==> src/rtl/risc_control_unit.sv <==
// risc_control_unit: hardwired Moore sequencer driving single-bus RISC datapath strobes
module risc_control_unit #(
    parameter int NUM_GPR      = 16,
    parameter int ALU_OP_W     = 4,
    parameter int MEM_WAIT_MAX = 15
) (
    input  logic                clk,
    input  logic                reset_n,
    input  logic [31:0]         ir,
    input  logic                mem_ready,
    output logic [NUM_GPR-1:0]  gpr_in,
    output logic [NUM_GPR-1:0]  gpr_out,
    output logic                pc_out,
    output logic                pc_in,
    output logic                inc_pc,
    output logic                ir_in,
    output logic                y_in,
    output logic                z_in,
    output logic                z_low_out,
    output logic                z_high_out,
    output logic                hi_in,
    output logic                lo_in,
    output logic                mar_in,
    output logic                mdr_in,
    output logic                mdr_out,
    output logic                read,
    output logic [ALU_OP_W-1:0] alu_op,
    output logic                instr_done,
    output logic                illegal_op,
    output logic                halted,
    output logic                mem_fault
);
    localparam int CW = $clog2(MEM_WAIT_MAX + 1);
    localparam logic [ALU_OP_W-1:0] ALU_ADD = ALU_OP_W'(2);

    typedef enum logic [3:0] {IDLE, T0, T1, T1W, T2, T3, T4, T5, T6, HALT} state_t;
    typedef enum logic [2:0] {K_R, K_MD, K_NN, K_NOP, K_HALT, K_ILL} kind_t;

    state_t              state, state_nx;
    kind_t               kind;
    logic [ALU_OP_W-1:0] op;
    logic [CW-1:0]       wait_cnt, wait_cnt_nx;
    logic                fault_set;
    logic [NUM_GPR-1:0]  oh_ra, oh_rb, oh_rc;
    logic                unused_bits;

    assign oh_ra       = NUM_GPR'(1) << ir[26:23];
    assign oh_rb       = NUM_GPR'(1) << ir[22:19];
    assign oh_rc       = NUM_GPR'(1) << ir[18:15];
    assign unused_bits = ^ir[14:0];

    // state, fetch-wait counter and sticky fault flag
    always_ff @(posedge clk or negedge reset_n) begin
        if (!reset_n) begin
            state     <= IDLE;
            wait_cnt  <= '0;
            mem_fault <= 1'b0;
        end else begin
            state    <= state_nx;
            wait_cnt <= wait_cnt_nx;
            if (fault_set) mem_fault <= 1'b1;
        end
    end

    // opcode class and ALU operation selected by the instruction
    always_comb begin
        kind = K_ILL;
        op   = '0;
        case (ir[31:27])
            5'b00011: begin kind = K_R;    op = ALU_OP_W'(2);  end
            5'b00100: begin kind = K_R;    op = ALU_OP_W'(3);  end
            5'b00101: begin kind = K_R;    op = ALU_OP_W'(4);  end
            5'b00110: begin kind = K_R;    op = ALU_OP_W'(5);  end
            5'b00111: begin kind = K_R;    op = ALU_OP_W'(6);  end
            5'b01000: begin kind = K_R;    op = ALU_OP_W'(7);  end
            5'b01001: begin kind = K_R;    op = ALU_OP_W'(0);  end
            5'b01010: begin kind = K_R;    op = ALU_OP_W'(1);  end
            5'b01110: begin kind = K_MD;   op = ALU_OP_W'(8);  end
            5'b01111: begin kind = K_MD;   op = ALU_OP_W'(9);  end
            5'b10000: begin kind = K_NN;   op = ALU_OP_W'(10); end
            5'b10001: begin kind = K_NN;   op = ALU_OP_W'(11); end
            5'b11010: kind = K_NOP;
            5'b11011: kind = K_HALT;
            default:  kind = K_ILL;
        endcase
    end

    // next state and Moore strobes for the current step
    always_comb begin
        state_nx    = state;
        wait_cnt_nx = wait_cnt;
        fault_set   = 1'b0;
        gpr_in      = '0;
        gpr_out     = '0;
        pc_out      = 1'b0;
        pc_in       = 1'b0;
        inc_pc      = 1'b0;
        ir_in       = 1'b0;
        y_in        = 1'b0;
        z_in        = 1'b0;
        z_low_out   = 1'b0;
        z_high_out  = 1'b0;
        hi_in       = 1'b0;
        lo_in       = 1'b0;
        mar_in      = 1'b0;
        mdr_in      = 1'b0;
        mdr_out     = 1'b0;
        read        = 1'b0;
        alu_op      = '0;
        instr_done  = 1'b0;
        illegal_op  = 1'b0;
        halted      = 1'b0;
        case (state)
            IDLE: state_nx = T0;
            T0: begin
                pc_out   = 1'b1;
                mar_in   = 1'b1;
                inc_pc   = 1'b1;
                z_in     = 1'b1;
                alu_op   = ALU_ADD;
                state_nx = T1;
            end
            T1: begin
                z_low_out = 1'b1;
                pc_in     = 1'b1;
                read      = 1'b1;
                mdr_in    = 1'b1;
                if (mem_ready) state_nx = T2;
                else begin
                    state_nx    = T1W;
                    wait_cnt_nx = CW'(1);
                end
            end
            T1W: begin
                read   = 1'b1;
                mdr_in = 1'b1;
                if (mem_ready) state_nx = T2;
                else if (wait_cnt == CW'(MEM_WAIT_MAX)) begin
                    fault_set = 1'b1;
                    state_nx  = HALT;
                end else wait_cnt_nx = wait_cnt + CW'(1);
            end
            T2: begin
                mdr_out  = 1'b1;
                ir_in    = 1'b1;
                state_nx = T3;
            end
            T3: begin
                if (kind == K_R || kind == K_MD) begin
                    gpr_out  = (kind == K_MD) ? oh_ra : oh_rb;
                    y_in     = 1'b1;
                    state_nx = T4;
                end else if (kind == K_NN) begin
                    gpr_out  = oh_rb;
                    alu_op   = op;
                    z_in     = 1'b1;
                    state_nx = T4;
                end else begin
                    instr_done = 1'b1;
                    illegal_op = (kind == K_ILL);
                    state_nx   = (kind == K_HALT) ? HALT : T0;
                end
            end
            T4: begin
                if (kind == K_NN) begin
                    z_low_out  = 1'b1;
                    gpr_in     = oh_ra;
                    instr_done = 1'b1;
                    state_nx   = T0;
                end else begin
                    gpr_out  = (kind == K_MD) ? oh_rb : oh_rc;
                    alu_op   = op;
                    z_in     = 1'b1;
                    state_nx = T5;
                end
            end
            T5: begin
                z_low_out = 1'b1;
                if (kind == K_MD) begin
                    lo_in    = 1'b1;
                    state_nx = T6;
                end else begin
                    gpr_in     = oh_ra;
                    instr_done = 1'b1;
                    state_nx   = T0;
                end
            end
            T6: begin
                z_high_out = 1'b1;
                hi_in      = 1'b1;
                instr_done = 1'b1;
                state_nx   = T0;
            end
            HALT:    halted = 1'b1;
            default: state_nx = IDLE;
        endcase
    end
endmodule

==> config.mk <==
export PLATFORM = sky130hd
export DESIGN_NAME = risc_control_unit
export DESIGN_NICKNAME = d
export VERILOG_FILES = /design/src/rtl/risc_control_unit.sv
export SDC_FILE = /design/constraint.sdc
export NUM_CORES = 1
export LEC_CHECK = 0
export ABC_AREA = 0
export BUFFER_PORTS_ARGS = -buffer_cell sky130_fd_sc_hd__clkbuf_2
export CAP_MARGIN = 20
export CORE_MARGIN = 2
export CORE_UTILIZATION = 48
export CTS_CLUSTER_SIZE = 30
export DETAILED_ROUTE_END_ITERATION = 8
export GPL_ROUTABILITY_DRIVEN = 0
export PLACE_DENSITY = 0.82
export SYNTH_ARGS = -nofsm -noshare
export SYNTH_HDL_FRONTEND = slang
export SYNTH_SLANG_ARGS = --single-unit
==> constraint.sdc <==
create_clock -name clk -period 2.1 [get_ports clk]
set_clock_uncertainty 0.2 [all_clocks]
set_input_delay 0 -clock clk [delete_from_list [all_inputs] [get_ports clk]]
set_output_delay 0 -clock clk [all_outputs]
set_load 0.01 [all_outputs]
# Yosys cells after proc, flatten, opt, wreduce, memory -nomap -nowiden
# Index checks and enable logic that the tools add are counted.
# op_classes
n_shift,3
addsub,1
muxes,52
n_reduce_logical,12
bitwise,1
n_eq_ne,32
# ops
op,n
16-bit two-way mux,7
16-bit one-hot mux with 2 select lines,2
4-bit two-way mux,12
"1-bit by 4-bit left shift with 16-bit output, first input constant",3
4-bit one-hot mux with 11 select lines,1
4-bit one-hot mux with 9 select lines,1
"5-bit by 4-bit equality test with 1-bit output, second input constant",5
1-bit two-way mux,21
"5-bit by 3-bit equality test with 1-bit output, second input constant",4
"5-bit equality test, second input constant",4
"4-bit by 3-bit equality test with 1-bit output, second input constant",4
3-bit one-hot mux with 5 select lines,1
"4-bit equality test, second input constant",3
4-bit one-hot mux with 3 select lines,1
2-bit OR reduction,5
"4-bit by 2-bit equality test with 1-bit output, second input constant",2
4-bit one-hot mux with 2 select lines,1
8-bit OR reduction,1
"3-bit equality test, second input constant",2
3-bit two-way mux,2
"2-bit inequality test, second input constant",3
"5-bit by 2-bit equality test with 1-bit output, second input constant",1
"4-bit by 1-bit adder with 4-bit output, second input constant",1
"4-bit by 1-bit equality test with 1-bit output, second input constant",1
13 further kinds,13
# word_totals
out_inout_bits,54
regBits,9
word_cells,104
input_bits,35

# Longest topological paths before layout
# depth
word_depth,8
depth_mapped,8
ltp_nobuf,6

# Least setup slack after synthesis
# Ideal clock, no wire load.
# synth_timing
path_type,flip-flop to output port
start,reg state[1]
end,out gpr_out[14]
n_path_buf,0
path_slack_ns,0.175
arrival_ns,1.725
stages_incl_launch_ff,6
t_required_ns,1.900
cell_sequence,dfrtp_1 -> nand4bb_2 -> or2_2 -> o22ai_2 -> nor2_2 -> o311ai_1
# synth_between
elab_chain_len,2
elab_cells_between_ends,3
cone_classes,eq/ne: 2; mux: 1
# synth_lines
element,line,rtl
"start, declared",39,"state_t state, state_nx;"
"start signal, assigned",59,state <= state_nx;
4-bit by 3-bit equality test with 1-bit output,113,case (state)
16-bit one-hot mux with 2 select lines *,113,
"end, declared",12,"output logic [NUM_GPR-1:0] gpr_out,"
# Every way passes the cells marked *; elsewhere a longest branch is shown, timed or not.

# Worst setup path in the final report
# layout_timing
start,reg state[3]
end,out gpr_out[5]
# The elaborated chain is that of the path after synthesis.

==> metrics.cfg <==
[critical_path]
cp_max_fo=7
path_cells=nand4bb_4 > or2_4 > inv_2 > nand2_2 > o31ai_1 > clkbuf_2
cp-end-kind=output port
path_buf_inv=2
cp.required_ps=1900
crit_path_max_incr_delay_ps=390
regToRegStartpoint=state[2]
critPathLaunch=state[3]
cp_top_family=simple AND/OR/NAND/NOR gates
cp_data_arrival_time_ps=1880
start_kind=flop
r2r_slack_ps=210
worstSetupPathType=flop to output port
slowest_stage=dfrtp_1

[global_route]
grt.total_usage_pct=26.0
first_global_vias=1986
grt_antenna_before_repair=0
grt_start_max_net_pins=19
grt_pass1_wl_um=9250
overflow=0

[drt]
vias=2565
wire_per_inst_um=15.0
viasPerCell=6.18
drt_iter0_drc=392
firstDrtPassIters=6
drc_errors=0
ant_nets=0
drt_wl_total_um=6220

[yosys]
syn-cell-area_um2=1900
syn-num-nets=333
yosys_warnings=0
ys_async_sr_fraction_pct=100
ys.flop_type=dfrtp_1
synth_cell_types=65
synth-edff-count=0
ys_seq_area_share_pct=11.8
synth_seq_cells=9
avgSynthCellArea_um2=6.41
synthCells=297

[power]
power_density_nw_per_um2=672
p_comb_share_pct=67.8
p_total_mw=1.67
p_seq_share_pct=20.5
p_switching_mw=0.812
p_int_mw=0.860
cellLeakagePower_nw=1.07
vdd_drop_max_v=0.000728
p_clk_share_pct=11.7
switching_share_pct=48.6

[floorplanning]
die_area_um2=4490
rows=22
coreArea_um2=3740
io_pins=89
dieWidth_um=67.0
start_util_pct=50.9
die_h_um=67.0

[layout]
regArea_um2=226
nFillCells=339
nets=404
diodes=0
finalInstanceArea_um2=2490
multiInputGateArea_um2=1630
layout-drive-gt1-share_pct=32.7
area_growth_pct=30.6
fin_cells=415

[timing]
slew_violations=0
fmax_ghz=0.482
setup_tns_ps=0
final_hold_viol_count=0
min_period_over_period_pct=98.8
timing.final.ws_setup_ps=24.3
max_slew_margin_pct=59.7
fin_crit_ps=2080
rsz0062_at_grt=true
tightest_slew_ps=596
setup_viol=0

[run_status]
status=complete, no violations

[clocking]
cts_sinks=9
clk_pin_slew_ps=50
cts_buffer_depth=2
numCtsBuffers=3
cts_root_buffer=clkbuf_8
clk_latency_ps=230
htree_levels=1
cts_tree=yes

[placement]
dp_slack_ps=123
placed_cell_area_um2=2290
place_inst=407
port_buffers=73
dp_hpwl_um=4550

[hold_path]
hp-start=ir[29]
hp-class=input port to flop

[run]
drv_cap=0

==> layout make-up <==
| class | count | area share (%) |
|---|---|---|
| repair buffers | 92 | 20.9 |
| multi-input cells | 259 | 65.3 |
| well taps | 48 | 2.41 |
| inverters | 3 | 0.453 |
| clock buffers | 4 | 1.81 |
| flip-flops and latches | 9 | 9.10 |
==> path summary, 6_finish.rpt <==
check | end | depth (start not counted)
min | state[0] | 3
max reg2reg | wait_cnt[0] | 5
min in group asynchronous | state[3] | 3
max | gpr_out[5] | 6
min reg2reg | mem_fault | 1
max in group asynchronous | state[0] | 3
==> tightest hold or removal path: stages <==
cell	delay [ps]
clkbuf_2	230
o2111ai_1	210
o21ai_0	120
==> per-layer routing <==
metal / vias up / GRT usage [%] / wire length [um]
met5: - / 0 / 0
met4: 0 / 5.36 / 100
met3: 18 / 1.01 / 609
met2: 151 / 41.1 / 2850
met1: 1178 / 39.0 / 2650
li1: 1218 / - / -
==> per-stage QoR <==
step                      hold slack, ps  util, %
after global routing                 203     66.4
after floorplan                     -496        -
after CTS                            154     64.0
after detailed placement            -331     61.3
after global placement              -335     61.3
final                                177     66.4
==> synthesized netlist by cell type (all sizes together), types with 2 or more instances <==
library cell	number	area (um^2)
or2	3	18.8
mux2i	5	50.1
nor2b	12	75.1
a22oi	5	37.5
a22o	3	26.3
o311ai	2	17.5
a21oi	17	88.8
o21ai	14	70.1
inv	3	11.3
mux2	2	22.5
nand2	30	113
buf	19	121
nor3	17	85.1
and3	4	25.0
nor2	58	220
o41ai	3	33.8
o21bai	2	15.0
o31ai	8	60.1
nand3b	3	22.5
nand2b	19	119
a32oi	2	17.5
a31oi	6	37.5
nand3	8	45.0
nand4	2	12.5
dfrtp	9	225
clkbuf	7	26.3
o221ai	2	17.5
or3	5	31.3
==> repair_timing <==
| item | CTS | global route |
|---|---|---|
| pin swaps | 1 | 1 |
| resized for setup | 7 | 19 |
| gates cloned | 0 | 0 |
| setup endpoints to repair | 10 | 14 |
| hold endpoints to repair | 11 | 0 |
| hold buffers | 3 | 0 |
| buffers inserted | 0 | 1 |
==> layout by cell type, fill, tap and decap left out, types with 4 or more instances in the layout <==
master,count
and3_1,4
nand3_1,6
clkbuf_2,70
nand2_1,29
buf_4,15
o21ai_0,11
dfrtp_1,8
a22oi_1,5
nand2b_1,19
mux2i_1,5
o31ai_1,7
nor2b_1,11
a21oi_1,14
a31oi_1,6
nor3_1,17
nor2_1,56
or3_1,5
==> power by group through the flow <==
stage | Combinational (mW) | Clock (mW) | Sequential [mW]
2_1_floorplan | 0.755 | 0 | 0.289
3_3_place_gp | 1.00 | 0 | 0.324
3_5_place_dp | 1.03 | 0 | 0.331
4_1_cts | 1.06 | 0.199 | 0.331
5_1_grt | 1.23 | 0.205 | 0.354
6_report | 1.13 | 0.195 | 0.343
==> cells by family after synthesis <==
family / count (synthesis) / share of synthesized area, %
compound gates: 78 / 28.8
xor+xnor: 1 / 0.460
fa+ha+maj: 1 / 0.657
buf+inv: 29 / 8.34
flops: 9 / 11.8
mux: 7 / 3.81
simple gates: 172 / 46.1
==> registers in the layout (all words and copies together) (netlist names) <==
| name | flops |
|---|---|
| mem_fault | 1 |
| state | 4 |
| wait_cnt | 4 |
(Power assumes the default switching activity.)
